[config.mk]
export PLATFORM = sky130hd
export DESIGN_NAME = store_mmio_unit
export DESIGN_NICKNAME = d
export VERILOG_FILES = /design/src/rtl/store_mmio_unit_pkg.sv /design/src/rtl/store_lane_shaper.sv /design/src/rtl/store_mmio_unit.sv
export SDC_FILE = /design/constraint.sdc
export NUM_CORES = 1
export LEC_CHECK = 0
export CORE_UTILIZATION = 40
export CTS_CLUSTER_DIAMETER = 120
export CTS_CLUSTER_SIZE = 30
export DETAILED_ROUTE_END_ITERATION = 6
export GPL_TIMING_DRIVEN = 0
export PLACE_DENSITY = 0.86
export SETUP_SLACK_MARGIN = 0.2
export SYNTH_ARGS = -nofsm -noshare
export SYNTH_HDL_FRONTEND = slang
export SYNTH_SLANG_ARGS = --single-unit
export TNS_END_PERCENT = 50
[constraint.sdc]
create_clock -name clk -period 5.2 [get_ports clk]
set_input_delay 1.04 -clock clk [delete_from_list [all_inputs] [get_ports clk]]
set_output_delay 1.04 -clock clk [all_outputs]
set_load 0.05 [all_outputs]
[src/rtl/store_mmio_unit_pkg.sv]
`default_nettype none
// ============================================================================
// Module  : store_mmio_unit_pkg
// Brief   : Shared constants for the store/MMIO path: opcodes, MMIO offsets,
//           region nibbles and the UART TX holding-register state encoding.
// Rev     : 1.0
// ============================================================================
package store_mmio_unit_pkg;

  localparam logic [6:0] c_OPC_STORE = 7'b0100011;

  localparam logic [2:0] c_F3_SB = 3'b000;
  localparam logic [2:0] c_F3_SH = 3'b001;
  localparam logic [2:0] c_F3_SW = 3'b010;

  localparam logic [3:0] c_IO_BASE = 4'h8;

  localparam logic [7:0] c_OFF_UART_TX = 8'h08;
  localparam logic [7:0] c_OFF_CYC     = 8'h10;
  localparam logic [7:0] c_OFF_INST    = 8'h14;
  localparam logic [7:0] c_OFF_CNT_RST = 8'h18;

  typedef enum logic [0:0] {
    TX_EMPTY = 1'b0,
    TX_FULL  = 1'b1
  } tx_state_e;

  // DMEM lives in regions 4'b00x1, IMEM in 4'b001x (0x3 is visible in both).
  function automatic logic is_dmem_region(input logic [3:0] nib);
    return (nib[3:2] == 2'b00) && nib[0];
  endfunction

  function automatic logic is_imem_region(input logic [3:0] nib);
    return nib[3:1] == 3'b001;
  endfunction

endpackage
`default_nettype wire

[src/rtl/store_lane_shaper.sv]
`default_nettype none
// ============================================================================
// Module  : store_lane_shaper
// Brief   : Combinational byte-lane mask, replicated write data and
//           misalignment flag for SB/SH/SW.
// Rev     : 1.0
// ============================================================================
module store_lane_shaper
  import store_mmio_unit_pkg::*;
(
  input  logic [2:0]  funct3,
  input  logic [1:0]  addr_lo,
  input  logic [31:0] rs2,
  output logic [3:0]  mask,
  output logic [31:0] wdata,
  output logic        misalign
);

  always_comb begin
    mask     = 4'b0000;
    wdata    = rs2;
    misalign = 1'b0;
    case (funct3)
      c_F3_SB: begin
        mask  = 4'b0001 << addr_lo;
        wdata = {4{rs2[7:0]}};
      end
      c_F3_SH: begin
        wdata = {2{rs2[15:0]}};
        if (addr_lo[0]) begin
          misalign = 1'b1;
        end else begin
          mask = 4'b0011 << {addr_lo[1], 1'b0};
        end
      end
      c_F3_SW: begin
        if (addr_lo != 2'b00) begin
          misalign = 1'b1;
        end else begin
          mask = 4'b1111;
        end
      end
      default: ;
    endcase
  end

endmodule
`default_nettype wire

[src/rtl/store_mmio_unit.sv]
`default_nettype none
// ============================================================================
// Module  : store_mmio_unit
// Brief   : Execute-stage store decode (DMEM/IMEM byte enables), UART TX
//           holding register and cycle/instruction counters.
//           Optional: COUNTER_SATURATE_EN makes counters saturate, not wrap.
// Rev     : 1.0
// ============================================================================
module store_mmio_unit
  import store_mmio_unit_pkg::*;
#(
  parameter logic [3:0] IO_BASE = c_IO_BASE,
  parameter int         CNT_W   = 32
) (
  input  logic              clk,
  input  logic              rst_n,
  input  logic [31:0]       inst_ex,
  input  logic [31:0]       addr,
  input  logic [31:0]       rs2_data,
  input  logic [31:0]       pc_ex,
  input  logic              pipe_stall,
  input  logic              retire,
  output logic [3:0]        dmem_we,
  output logic [3:0]        imem_we,
  output logic [31:0]       mem_wdata,
  output logic [7:0]        uart_tx_data,
  output logic              uart_tx_valid,
  input  logic              uart_tx_ready,
  output logic [CNT_W-1:0]  cycle_count,
  output logic [CNT_W-1:0]  inst_count,
  output logic              stall_req,
  output logic              misalign
);

  tx_state_e         r_tx_state;
  tx_state_e         w_tx_next;
  logic [7:0]        r_tx_data;
  logic [CNT_W-1:0]  r_cycle;
  logic [CNT_W-1:0]  r_inst;

  logic [3:0]        w_mask;
  logic              w_shape_misalign;
  logic              w_is_store;
  logic              w_io;
  logic              w_tx_hit;
  logic              w_active;
  logic              w_tx_store;
  logic              w_cnt_rst;
  logic              w_inst_inc;
  logic              w_unused_bits;

  store_lane_shaper u_shaper (
    .funct3   (inst_ex[14:12]),
    .addr_lo  (addr[1:0]),
    .rs2      (rs2_data),
    .mask     (w_mask),
    .wdata    (mem_wdata),
    .misalign (w_shape_misalign)
  );

  assign w_is_store = (inst_ex[6:0] == c_OPC_STORE);
  assign w_io       = (addr[31:28] == IO_BASE);
  assign w_tx_hit   = w_is_store && w_io && (addr[7:0] == c_OFF_UART_TX);

  // A TX store can only be blocked by a full register the transmitter refuses.
  assign stall_req  = w_tx_hit && (r_tx_state == TX_FULL) && !uart_tx_ready;
  assign w_active   = w_is_store && !pipe_stall && !stall_req;
  assign w_tx_store = w_active && w_tx_hit;
  assign w_cnt_rst  = w_active && w_io && (addr[7:0] == c_OFF_CNT_RST);
  assign w_inst_inc = retire && !pipe_stall;

  assign misalign = w_is_store && w_shape_misalign;
  assign dmem_we  = (w_active && !w_io && is_dmem_region(addr[31:28])) ? w_mask : 4'b0000;
  assign imem_we  = (w_active && !w_io && is_imem_region(addr[31:28]) && pc_ex[30])
                    ? w_mask : 4'b0000;

  assign uart_tx_valid = (r_tx_state == TX_FULL);
  assign uart_tx_data  = r_tx_data;
  assign cycle_count   = r_cycle;
  assign inst_count    = r_inst;

  assign w_unused_bits = ^{inst_ex[31:15], inst_ex[11:7], addr[27:8],
                           pc_ex[31], pc_ex[29:0]};

  always_ff @(posedge clk) begin
    if (!rst_n) begin
      r_tx_state <= TX_EMPTY;
    end else begin
      r_tx_state <= w_tx_next;
    end
  end

  // A new TX store in FULL only gets through when ready is high, so it
  // always coincides with a handshake and the register stays FULL.
  always_comb begin
    w_tx_next = r_tx_state;
    case (r_tx_state)
      TX_EMPTY: if (w_tx_store) w_tx_next = TX_FULL;
      TX_FULL:  if (!w_tx_store && uart_tx_ready) w_tx_next = TX_EMPTY;
      default:  w_tx_next = TX_EMPTY;
    endcase
  end

  always_ff @(posedge clk) begin
    if (!rst_n) begin
      r_tx_data <= 8'h00;
    end else if (w_tx_store) begin
      r_tx_data <= rs2_data[7:0];
    end
  end

  always_ff @(posedge clk) begin
    if (!rst_n || w_cnt_rst) begin
      r_cycle <= '0;
      r_inst  <= '0;
    end else begin
`ifdef COUNTER_SATURATE_EN
      if (!(&r_cycle)) r_cycle <= r_cycle + CNT_W'(1);
      if (w_inst_inc && !(&r_inst)) r_inst <= r_inst + CNT_W'(1);
`else
      r_cycle <= r_cycle + CNT_W'(1);
      if (w_inst_inc) r_inst <= r_inst + CNT_W'(1);
`endif
    end
  end

endmodule
`default_nettype wire

* Yosys cells after proc, flatten, opt, wreduce, memory -nomap -nowiden
Cells that the tools add are included.
** Storage, ports and cells
- Bits in registers :: 73
- Output and inout bits :: 115
** Operators by class
- $add $sub $neg :: 2
- Eq/ne operators :: 7
- Shift operators :: 2
- Multiplexer cells :: 12
- Bitwise operators :: 1
- Reductions and logical operators :: 27
** Operators with widths (count)
- $add 32x1->32 const B :: 2
- $pmux 32 s2 :: 1
- $logic_and 1x1->1 :: 17
- $mux 4 :: 4
- $pmux 4 s3 :: 1
- $eq 8x4->1 const B :: 1
- $eq 8x5->1 const B :: 1
- $eq 7x6->1 const B :: 1
- $eq 3x1->1 const B :: 2
- $logic_not 1->1 :: 6
- $eq 4x4->1 const B :: 1
- $mux 1 :: 4
- $pmux 1 s2 :: 2
- $shl 1x2->4 const A :: 1
- $shl 2x2->4 const A :: 1
- $eq 3x2->1 const B :: 1
- $logic_not 3->1 :: 1
- $logic_not 2->1 :: 1
- $reduce_bool 2->1 :: 1
- $logic_or 1x1->1 :: 1
- $not 1->1 :: 1

* Depth between registers and ports, before layout
- Depth after elaboration :: 12
- Mapped depth :: 7
- Gate-level depth less buffers :: 5

* Modules after synthesis
From an unflattened synthesis, not the netlist that was laid out.
** Unflattened totals
- Cell total of the unflattened synthesis :: 505
- Area total of the unflattened synthesis :: 4247.8 um^2
** Modules (own cells, without submodules)
- store_mmio_unit :: instances 1, cells an instance 435, area an instance 3699.8 um^2
- store_lane_shaper :: instances 1, cells an instance 70, area an instance 548.0 um^2

* Worst setup path before layout
Ideal clock, no wire load.
- Kind :: input-to-output
- Start point :: input port inst_ex[2]
- End point :: output port stall_req
- Data arrival time :: 3217 ps
- Data required time :: 4160 ps
- Setup slack :: 943 ps
- Stages :: 4
- Buffers on the path :: 0
- Path through :: nor4b_1 > and2_1 > nand2_1 > nor4_1
** Between the ends
- Longest elaborated chain between the ends :: 5
** Ends and longest elaborated chain
- start: declaration :: RTL line store_mmio_unit.sv:17 : input logic [31:0] inst_ex,
- $eq 7x6->1 :: RTL line store_mmio_unit.sv:61 : assign w_is_store = (inst_ex[6:0] == c_OPC_STORE);
- $logic_and 1x1->1 (2 in series) :: RTL line store_mmio_unit.sv:63 : assign w_tx_hit = w_is_store && w_io && (addr[7:0] == c_OFF_UART_TX);
- $logic_and 1x1->1 (2 in series) :: RTL line store_mmio_unit.sv:66 : assign stall_req = w_tx_hit && (r_tx_state == TX_FULL) && !uart_tx_ready;
- end: declaration :: RTL line store_mmio_unit.sv:31 : output logic stall_req,
Every way passes these cells.

* Final worst setup path
- Start point :: input port inst_ex[4]
- End point :: output port imem_we[1]
** Between the ends
- Longest elaborated chain between the ends :: 11
- Elaborated cells on any way between the ends :: 12
- Classes of those cells :: eq/ne (1); mux (1); reduce/logical (10)
** Ends and longest elaborated chain
- $eq 7x6->1 * :: RTL line store_mmio_unit.sv:61
- $logic_and 1x1->1 (2 in series) :: RTL line store_mmio_unit.sv:63
- $logic_and 1x1->1 (2 in series) :: RTL line store_mmio_unit.sv:66
- $logic_not 1->1 :: RTL line store_mmio_unit.sv:67 : assign w_active = w_is_store && !pipe_stall && !stall_req;
- $logic_and 1x1->1 * :: RTL line store_mmio_unit.sv:67
- $logic_and 1x1->1 * (3 in series) :: RTL line store_mmio_unit.sv:74 : assign imem_we = (w_active && !w_io && is_imem_region(addr[31:28]) && pc_ex[30])
- $mux 4 * :: RTL line store_mmio_unit.sv:75 : ? w_mask : 4'b0000;
- end: declaration :: RTL line store_mmio_unit.sv:24 : output logic [3:0] imem_we,
Mark *: on every way between the ends. The rest lies on a longest branch, timed or not.

==> summary.md <==
| Metric | Value |
|---|---|
| Initial DRC Count | `237` |
| Worst setup SP type | `input port` |
| Period Utilization, post-route | `88.3%` |
| Total grt overflow | `0` |
| Rel. slew slack | `23.5%` |
| Area of the die | `10400 sq um` |
| Hold_sp | `uart_tx_data[2]$_SDFFE_PN0P_` |
| Top-area cell type share of the netlist area | `36.4%` |
| Overall Power | `1.19 mW` |
| Flops & latches, synth | `73` |
| Clk slew on worst S/H paths | `0.07 ns` |
| Nets | `809` |
| Setup bufs post-CTS | `0` |
| Reg-to-Reg Start | `cycle_count[0]$_SDFF_PP0_` |
| Cell area after layout | `6070 sq um` |
| Critical Path Sink Type | `output port` |
| Dpl cells | `796` |
| Leak | `1.92 nW` |
| ANT nets after route | `0` |
| Mapped Cells | `492` |
| Crit path max-delay family | `buffers and inverters` |
| HPWL Detailed | `10100 microns` |
| Post-placement cell area | `5890 sq um` |
| Crit path kind | `input port to output port` |
| Mapped Avg Cell Area | `8.16 sq um` |
| CTS Buf Count | `9` |
| Initial cell density of the core | `41.1%` |
| CTS Root Cell | `clkbuf_8` |
| Final Hold Fails | `0` |
| Global-route wire length before repair | `20300 microns` |
| Fillers | `905` |
| Number of global-route vias before repair | `4120` |
| Setup TNS | `0 ns` |
| CTS tree | `yes` |
| Clk_lat worst skew | `0.34 ns` |
| Synth cell count leaders | `73 x dfxtp_1, 56 x a21oi_1, 52 x nor2_1, 30 x o31ai_1, 28 x or4_1` |
| Drt total wl | `13200 microns` |
| All-Layer GR Usage | `24.7%` |
| Final Max Tran Viols | `0` |
| Clock skew | `0.0119 ns` |
| Largest cells by area after synthesis | `dfxtp_1 36%, a21oi_1 7.0%, o31ai_1 5.6%` |
| Final cell count without fillers | `812` |
| Area leader, netlist | `dfxtp_1` |
| Fin crit period | `4.59 ns` |
| Die Y | `102 microns` |
| Required time of the critical path | `4.16 ns` |
| CTS H-tree lvls | `3` |
| Post-synth top flop | `dfxtp_1` |
| Fmax | `218 MHz` |
| TritonRoute pass-1 iters | `4` |
| Worst slack, placed | `0.652 ns` |
| Setup slack after layout | `0.607 ns` |
| I/O pin count | `248` |
| Slowest-stage cell, CP | `clkdlybuf4s50_1` |
| Maximum VDD drop | `170 uV` |
| ANT cells | `0` |
| Hold path cells | `2` |
| Core ar. | `9770 sq um` |
| Hold_buf cts | `0` |
| Reg2Reg Depth | `6` |
| Layout Utilization | `62.1%` |
| Buf/Inv on CP | `2` |
| Max-cap viol count | `0` |
| RR Endpoint | `cycle_count[22]$_SDFF_PP0_` |
| Clock sinks | `73` |
| Cell area after synthesis | `4020 sq um` |
| Setup violators final | `0` |
| Post-synth cell types | `41` |
| Most numerous cell in the Yosys netlist | `dfxtp_1` |
| Critical path's most frequent cell | `clkdlybuf4s50_1` |
| Max Root-Sink Buffers | `2` |
| Worst path cell trace | `clkdlybuf4s50_1 > nor4b_1 > and2_1 > nand4_1 > nor2_1 > clkdlybuf4s50_1` |
| WL/cell | `16.3 microns` |
| Slew @ Worst Pin | `1.14 ns` |
| Synth-to-Final Area Change | `51.1%` |
| Vias/cell | `5.62` |
| Fin Hold WS | `0.483 ns` |
| Seq/Total Area, Yosys | `36.4%` |
| Hold WC Path Type | `flip-flop to flip-flop` |
| Placer Congestion | `0.946` |
| CP Max Fanout | `4` |
| Power per cell area | `197 nW/um^2` |
| Post-synth EDFFs | `0` |
| Status | `finished, final reports clean` |
| Hold path endpoint | `uart_tx_data[2]$_SDFFE_PN0P_` |
| FFs w/ async S/R, synth | `0%` |
| Layout cells sized above 1 | `6.19%` |
| Resized Gates After CTS | `0` |
| R2r setup slk | `2.89 ns` |
| Initial antenna violation count | `0` |
| Number of I/O port buffers | `171` |
| Slowest stage delay, CP | `0.81 ns` |
| Pin count of the biggest net entering global routing | `13` |
| YS warnings | `0` |
| RSZ-0062 raised after global routing | `false` |
| Vias | `4563` |
| Chip width | `102 microns` |
| DRC viols | `0` |
| Row count | `36` |
| Mapped Nets | `627` |
| Critical Path AT | `3.55 ns` |
-- worst min-delay path, delay by kind of cell (launching register included) --
kind	cells	cell delay (ns)
AO/OA/AOI/OAI	2	0.12
flip-flops	1	0.32
-- where the power goes --
part / internal, mW / switching (mW)
clock network: 0.187 / 0.210
registers: 0.562 / 0.00381
logic: 0.0978 / 0.134
total: 0.846 / 0.347
-- cells by family after synthesis --
group           count (synthesis)  share of synthesized area [%]
xor+xnor                       23                           5.02
simple gates                  214                           29.8
mux                            27                           7.23
fa+ha+maj                       2                          0.623
compound gates                109                           15.8
buf+inv                        44                           5.08
flops                          73                           36.4
-- worst max path at each step --
stage / startpoint / endpoint / slack [ns] / cells after the start
after global placement: inst_ex[4] / imem_we[3] / 0.67 / 6
final: inst_ex[4] / imem_we[1] / 0.61 / 6
after CTS: inst_ex[4] / imem_we[2] / 0.63 / 6
after floorplan: inst_ex[2] / stall_req / 0.94 / 4
after detailed placement: inst_ex[4] / imem_we[2] / 0.65 / 6
after global routing: inst_ex[4] / imem_we[0] / 0.48 / 6
-- metal layers --
layer	vias to the layer above	track usage, %	wire length, microns
li1	2206	-	-
met1	2182	33.9	5830
met2	159	39.4	6540
met3	16	4.92	679
met4	0	7.14	191
met5	-	0	0
-- sequential cells by signal (all words and copies together) (netlist names) --
signal and count:
inst_count 32, uart_tx_valid 1, cycle_count 32, uart_tx_data 8
-- area by class of cell --
| cell class | instances | area [sq um] | area share [%] |
|---|---|---|---|
| inverters | 10 | 37.5 | 0.619 |
| plain buffers | 34 | 166 | 2.74 |
| multi-input cells | 375 | 2350 | 38.7 |
| flip-flops and latches | 73 | 1460 | 24.1 |
| repair buffers | 171 | 1710 | 28.2 |
| clock buffers | 12 | 145 | 2.39 |
| clock inverters | 4 | 28.8 | 0.474 |
| well taps | 133 | 166 | 2.74 |
-- layout by cell type, fill, tap and decap left out, types with 9 or more instances in the layout --
cell type and n:
nand4_1 27, or4_1 28, xnor2_1 12, or3_1 15, nor2_1 52, clkbuf_8 10
a21oi_1 56, o21ai_0 16, nand2_1 24, o31ai_1 30, mux2_2 16, inv_1 9
xor2_1 11, dfxtp_1 73, clkbuf_1 23, mux2i_1 11, nand3_1 24, clkdlybuf4s50_1 171
Power figures use the tool's default switching activity.
